### src/rtl/pc_pkg.sv
// Shared types and constants for the IF-stage program-counter controller.
package pc_pkg;

    localparam int PC_W_DEF = 16;
    localparam int BUB_W    = 2;

    typedef enum logic [1:0] {
        BOOT  = 2'd0,
        RUN   = 2'd1,
        FLUSH = 2'd2
    } fetch_state_t;

    // The countdown starts at bubbles-1 so that FLUSH lasts exactly that many cycles.
    function automatic logic [BUB_W-1:0] bubble_load(input int n);
        logic [BUB_W-1:0] v;
        v = '0;
        if (n > 0) begin
            v = BUB_W'(n - 1);
        end
        return v;
    endfunction

endpackage

### src/rtl/pc_bubble_counter.sv
// Down-counter that paces the FLUSH bubbles after a redirect.
module pc_bubble_counter
    import pc_pkg::*;
(
    input  logic             clk,
    input  logic             rst_n,
    input  logic             i_load,
    input  logic [BUB_W-1:0] i_load_val,
    input  logic             i_dec,
    output logic             o_zero
);

    logic [BUB_W-1:0] r_count;

    always_ff @(posedge clk or negedge rst_n) begin
        if (!rst_n) begin
            r_count <= '0;
        end else if (i_load) begin
            r_count <= i_load_val;
        end else if (i_dec && (r_count != '0)) begin
            r_count <= r_count - 1'b1;
        end
    end

    assign o_zero = (r_count == '0);

endmodule

### src/rtl/pc_fetch_ctrl.sv
// IF-stage PC owner: sequential advance under a valid/ready handshake, redirects with bubbles.
// Optional redirect counter enabled by defining PC_FETCH_REDIRECT_CNT_EN.
module pc_fetch_ctrl
    import pc_pkg::*;
#(
    parameter int              PC_W          = PC_W_DEF,
    parameter logic [PC_W-1:0] RESET_PC      = '0,
    parameter int              PC_INC        = 2,
    parameter int              FLUSH_BUBBLES = 1
) (
    input  logic            clk,
    input  logic            rst_n,
    input  logic            stall_i,
    input  logic            redirect_i,
    input  logic [PC_W-1:0] redirect_target_i,
    input  logic            fetch_ready_i,
    output logic [PC_W-1:0] fetch_pc_o,
    output logic            fetch_valid_o,
    output logic [PC_W-1:0] next_seq_pc_o,
    output logic            misalign_o,
    output logic [15:0]     redirect_count_o
);

    localparam logic [BUB_W-1:0] BUB_LOAD = bubble_load(FLUSH_BUBBLES);

    fetch_state_t    r_state;
    fetch_state_t    w_state_next;
    logic [PC_W-1:0] r_pc;
    logic [PC_W-1:0] w_pc_next;
    logic [PC_W-1:0] w_next_seq;
    logic [PC_W-1:0] w_target;
    logic            w_tgt_misaligned;
    logic            r_misalign;
    logic            w_bub_load;
    logic            w_bub_dec;
    logic            w_bub_zero;

    assign w_next_seq = r_pc + PC_W'(PC_INC);

    always_ff @(posedge clk or negedge rst_n) begin
        if (!rst_n) begin
            r_state    <= BOOT;
            r_pc       <= RESET_PC;
            r_misalign <= 1'b0;
        end else begin
            r_state <= w_state_next;
            r_pc    <= w_pc_next;
            if (redirect_i && w_tgt_misaligned) begin
                r_misalign <= 1'b1;
            end
        end
    end

    always_comb begin
        w_state_next     = r_state;
        w_pc_next        = r_pc;
        w_bub_load       = 1'b0;
        w_bub_dec        = 1'b0;
        w_target         = redirect_target_i;
        w_tgt_misaligned = (PC_INC == 2) && redirect_target_i[0];
        if (w_tgt_misaligned) begin
            w_target[0] = 1'b0;
        end

        case (r_state)
            BOOT: begin
                w_state_next = RUN;
            end
            RUN: begin
                if (fetch_ready_i && !stall_i) begin
                    w_pc_next = w_next_seq;
                end
            end
            FLUSH: begin
                if (w_bub_zero) begin
                    w_state_next = RUN;
                end else begin
                    w_bub_dec = 1'b1;
                end
            end
            default: begin
                w_state_next = BOOT;
            end
        endcase

        // A redirect overrides stall, backpressure and any bubble in progress.
        if (redirect_i) begin
            w_pc_next  = w_target;
            w_bub_dec  = 1'b0;
            if (FLUSH_BUBBLES == 0) begin
                w_state_next = RUN;
            end else begin
                w_state_next = FLUSH;
                w_bub_load   = 1'b1;
            end
        end
    end

    pc_bubble_counter u_bubble_counter (
        .clk        (clk),
        .rst_n      (rst_n),
        .i_load     (w_bub_load),
        .i_load_val (BUB_LOAD),
        .i_dec      (w_bub_dec),
        .o_zero     (w_bub_zero)
    );

`ifdef PC_FETCH_REDIRECT_CNT_EN
    logic [15:0] r_redirect_cnt;

    always_ff @(posedge clk or negedge rst_n) begin
        if (!rst_n) begin
            r_redirect_cnt <= 16'h0000;
        end else if (redirect_i && (r_redirect_cnt != 16'hFFFF)) begin
            r_redirect_cnt <= r_redirect_cnt + 16'h0001;
        end
    end

    assign redirect_count_o = r_redirect_cnt;
`else
    assign redirect_count_o = 16'h0000;
`endif

    assign fetch_pc_o    = r_pc;
    assign fetch_valid_o = (r_state == RUN);
    assign next_seq_pc_o = w_next_seq;
    assign misalign_o    = r_misalign;

endmodule

### config.mk
export PLATFORM = sky130hd
export DESIGN_NAME = pc_fetch_ctrl
export DESIGN_NICKNAME = d
export VERILOG_FILES = /design/src/rtl/pc_pkg.sv /design/src/rtl/pc_bubble_counter.sv /design/src/rtl/pc_fetch_ctrl.sv
export SDC_FILE = /design/constraint.sdc
export NUM_CORES = 1
export LEC_CHECK = 0
export ABC_CLOCK_PERIOD_IN_PS = 2800
export CORE_ASPECT_RATIO = 0.7
export CORE_MARGIN = 5
export CORE_UTILIZATION = 41
export DETAILED_ROUTE_END_ITERATION = 8
export GPL_ROUTABILITY_DRIVEN = 1
export HOLD_SLACK_MARGIN = 0.06
export MAX_ROUTING_LAYER = met4
export PLACE_DENSITY = 0.85
export SYNTH_ARGS = -nofsm -noshare
export SYNTH_HDL_FRONTEND = slang
export SYNTH_SLANG_ARGS = --single-unit
export TNS_END_PERCENT = 5
### constraint.sdc
create_clock -name clk -period 2.8 [get_ports clk]
set_input_delay 0.84 -clock clk [delete_from_list [all_inputs] [get_ports clk]]
set_output_delay 0.84 -clock clk [all_outputs]
set_load 0.02 [all_outputs]
# Word level (Yosys, flattened, before mapping)
# Cells that the tools add are included.
dict set report word_totals {
  word_cells 34
  ff_bits 21
  output_inout_bits 50
}
dict set report op_classes {
  n_reduce_logical 12
  n_eq_ne 4
  n_addsub 2
  mux 12
}
# op count
set ops {}
lappend ops {{$mux W16} 3}
lappend ops {{$add A16 B2 Y16 const B} 1}
lappend ops {{$mux W2} 4}
lappend ops {{$reduce_bool A2 Y1} 4}
lappend ops {{$pmux W2 S3} 1}
lappend ops {{$logic_not A2 Y1} 2}
lappend ops {{$mux W1} 4}
lappend ops {{$reduce_and A2 Y1} 2}
lappend ops {{$logic_and A1 B1 Y1} 3}
lappend ops {{$ne A3 B2 Y1 const B} 1}
lappend ops {{$eq A2 B1 Y1 const B} 1}
lappend ops {{$eq A2 B2 Y1 const B} 1}
lappend ops {{$ne A2 B2 Y1 const B} 1}
lappend ops {{$sub A2 B1 Y2 const B} 1}
lappend ops {{$logic_not A1 Y1} 1}

# Longest topological paths before layout
dict set report logic_depth {
  depth_word 7
  ltp_mapped 5
  depth_no_buf 5
}

# Modules after synthesis
# A second synthesis with hierarchy kept.
dict set report hier_totals {
  hier_cells 169
  hier_area_um2 1525.2
}
# module seq_area_each_um2 cells_per_inst area_per_inst_um2 instances
set modules_own_cells {}
lappend modules_own_cells {pc_fetch_ctrl 450.4 156 1392.6 1}
lappend modules_own_cells {pc_bubble_counter 50.0 13 132.6 1}

# Worst setup path after synthesis
# No wires, ideal clock.
dict set report synth_timing {
  kind {register -> output}
  startpoint {register r_pc[1], in the netlist fetch_pc_o[1]}
  endpoint {output port next_seq_pc_o[15]}
  required_time_ps 1960
  path_stages_with_launch 5
  setup_slack_ps 152
  arrival_ps 1808
  path_cell_list {dfrtp_1 -> ha_1 -> nand3_4 -> nor4_2 -> xor2_1}
}
dict set report synth_between {
  elab_chain_len 1
}
# element line_no
set synth_lines {}
lappend synth_lines {{from (decl)} pc_fetch_ctrl.sv:28} ;# logic [PC_W-1:0] r_pc;
lappend synth_lines {{from (signal assigned)} pc_fetch_ctrl.sv:47} ;# r_pc <= w_pc_next;
lappend synth_lines {{$add A16 B2 Y16} pc_fetch_ctrl.sv:38} ;# assign w_next_seq = r_pc + PC_W'(PC_INC);
lappend synth_lines {{to (decl)} pc_fetch_ctrl.sv:19} ;# output logic [PC_W-1:0] next_seq_pc_o,
# No other way between the ends.

# Worst setup path in the final report
dict set report layout_timing {
  startpoint {register r_pc[1], in the netlist fetch_pc_o[1]}
  endpoint {output port next_seq_pc_o[11]}
}
# Same word-level chain as after synthesis.

==> summary.txt <==
Drt
  • DRT Wirelength: 3837 um
  • Vias/cell: 4.714
  • First-pass DRT Iterations: 3
  • DRC errors left: 0
  • Drt initial violations: 58
  • Routed Antenna Nets: 0
  • Routed WL per cell: 13.90 um
  • Vias post-DR: 1301

Timing
  • Final setup fails: 0
  • Peak Freq: 0.3771 GHz
  • Final slew viol count: 0
  • Final period util: 94.71%
  • Tmin final: 2.652 ns
  • Final Skew: 0.002521 ns
  • Setup TNS: 0 ns
  • RSZ-0062 raised after global routing: false
  • Hold Fails Final Rpt: 0

CTS
  • CTS root buf: clkbuf_8
  • Post-CTS Setup Bufs: 0
  • CTS clk-pin slew, worst paths: 0.08 ns
  • Worst-Skew Late Latency: 0.26 ns
  • Sink Count: 20
  • CTS H-tree lvls: 1
  • Num CTS Buffers: 3
  • Maximum clock path buffer count: 2
  • Post-CTS Hold Buffers: 0
  • CTS tree: built

Setup path
  • Crit path launch type: flip-flop
  • CP arrival: 1.81 ns
  • CP Capture Type: output pin
  • Critical path buffer and inverter count: 2
  • CP Depth: 6
  • Delay-heaviest family, CP: buffers and inverters
  • R2R depth: 5
  • Crit path cell chain: ha_1 > nand3_4 > buf_4 > nor3_1 > xnor2_1 > clkdlybuf4s15_1
  • Crit-path max cell delay: 0.35 ns
  • Critical path type: flip-flop to output pin
  • Slowest-stage cell, CP: dfrtp_1
  • Required @ worst endpoint: 1.96 ns
  • Largest fanout on the critical path: 8

Placement
  • Hpwl dp: 3083 um
  • IO Port Bufs: 52
  • Post-place instance area: 0.002095 mm2
  • Global placer's final weighted congestion: 0.9055

Die
  • Row count: 18
  • Die area: 0.005066 mm2
  • Die X: 82.96 um
  • Core Area: 0.003558 mm2
  • Initial Util: 42.93%
  • Die height: 61.07 um
  • IO Pins: 71

Yosys
  • Synth cell types: 38
  • Syn. warnings: 0
  • Synthesized cell area: 0.001528 mm2
  • Sequential element share of the synthesized area: 32.76%
  • Syn Area/Cell: 9.203 um2
  • Mapped Cells: 166
  • Post-synthesis sequential element count: 20

Power
  • Peak VDD IR: 249.8 uV
  • P_leak: 0.8710 nW
  • Power per cell area: 419.6 mW/mm2
  • Total Power: 0.9024 mW

Hold path
  • Hold Path Cell Cnt: 1
  • Hold Crit Class: flip-flop to flip-flop

Final layout
  • Area Growth Syn to Fin: 40.79%
  • Fill count: 338
  • Most common cell after layout, fill and taps aside: clkdlybuf4s50_1
  • Nets@finish: 250
  • Share of layout cells above drive strength 1: 16.81%
  • # diodes: 0
  • Final std cell area, no fill: 0.002151 mm2
  • Most frequent cells in the layout: clkdlybuf4s50_1 (41), nand2_1 (21), xnor2_1 (19)
  • FF/Latch Area: 503.0 um2
  • Multi-input logic area: 890.9 um2

GRT
  • Total GRT Usage: 16.19%
  • First-pass GRT wire length: 6265 um
  • Largest net degree at the start of global routing: 21
  • Total global routing overflow: 0
  • Initial antenna violation count: 0
  • Vias in the first global route: 1307

Flow run
  • Max_cap viols: 0

Status
  • Status: finished clean
==> final timing paths <==
kind / from / endpoint / slack (ns)
worst max-delay path: fetch_pc_o[1] / next_seq_pc_o[11] / 0.15
worst min-delay path: misalign_o / misalign_o / 0.47
worst max register to register: fetch_pc_o[4] / fetch_pc_o[13] / 1.19
worst min register to register: misalign_o / misalign_o / 0.47
max in group asynchronous: rst_n / fetch_pc_o[8] / 1.65
min in group asynchronous: rst_n / fetch_pc_o[6] / 0.92
==> flip-flops by register name, summed over array words and instances (netlist names) <==
name                      cells
misalign_o                    1
r_state                       2
fetch_pc_o                   15
u_bubble_counter.r_count      2
==> worst register-to-register path, delay by kind of cell, from the launching register on <==
family,cells,cell delay (ns)
AOI/OAI and AO/OA,1,0.27
DFF,1,0.47
and+or+nand+nor,3,0.59
buffers and inverters,1,0.18
==> synth_stat cells (all sizes together) <==
| master | n | area, um2 |
|---|---|---|
| a211oi | 1 | 7.510 |
| a21boi | 1 | 7.510 |
| a21o | 1 | 7.510 |
| a21oi | 1 | 5.000 |
| a221o | 1 | 10.01 |
| a22oi | 1 | 7.510 |
| and3b | 1 | 8.760 |
| and4bb | 1 | 12.51 |
| buf | 24 | 173.9 |
| clkbuf | 4 | 18.76 |
| conb | 1 | 3.750 |
| dfrtp | 20 | 500.5 |
| ha | 2 | 25.02 |
| inv | 5 | 18.77 |
| mux2i | 2 | 20.02 |
| nand2 | 21 | 78.83 |
| nand2b | 2 | 12.51 |
| nand3 | 7 | 60.05 |
| nand4 | 3 | 48.80 |
| nand4bb | 1 | 27.53 |
| nor2 | 11 | 41.29 |
| nor2b | 2 | 12.51 |
| nor3 | 6 | 35.03 |
| nor3b | 2 | 15.01 |
| nor4 | 6 | 75.07 |
| o21ai | 12 | 60.06 |
| o31a | 1 | 8.760 |
| or2 | 1 | 6.260 |
| xnor2 | 19 | 166.4 |
| xor2 | 6 | 52.55 |
==> metal layers <==
metal	track usage, %	up-vias	share of wire, %
li1	-	638	-
met1	19.70	623	44
met2	27.40	38	49
met3	5.214	2	6.1
met4	2.564	0	0.23
met5	-	-	0
==> metrics by stage <==
step	util, %	worst slack [ns]	hold WS, ns	cells
after floorplan	-	0.1524	0.4696	183
after global placement	58.86	0.1292	0.4480	272
after detailed placement	58.86	0.08331	0.4440	272
after CTS	60.48	0.002409	0.4722	276
after global routing	60.44	0.01258	0.4864	276
final	60.44	0.1480	0.4672	276
==> what timing repair did <==
item | in CTS | in global routing
pin swaps | 0 | 0
endpoints found under the setup margin | 9 | 5
resized for setup | 13 | 7
==> final cells by class <==
class / instances / area share (%)
well taps: 50 / 2.909
repair buffers: 67 / 28.85
inverters: 5 / 0.8726
multi-input cells: 130 / 41.42
flip-flops and latches: 20 / 23.39
clock buffers: 4 / 2.560
==> cells by family (layout without fill, tap and decap cells) <==
logic type / Yosys count / count (layout) / share of synthesized area [%]
simple gates: 64 / 64 / 28.42
fa+ha+maj: 2 / 2 / 1.638
compound gates: 19 / 19 / 7.454
buf+inv: 33 / 76 / 13.84
other cells: 1 / 18 / 0.2455
mux: 2 / 2 / 1.310
flops: 20 / 20 / 32.76
xor+xnor: 25 / 25 / 14.33
==> report_power, final <==
part           internal, mW  leakage, nW  switching (mW)
clock                 0.125       0.0288           0.102
combinational         0.154        0.604           0.178
sequential            0.311        0.239          0.0321
total                 0.590        0.871           0.312
Power figures use the tool's default switching activity.
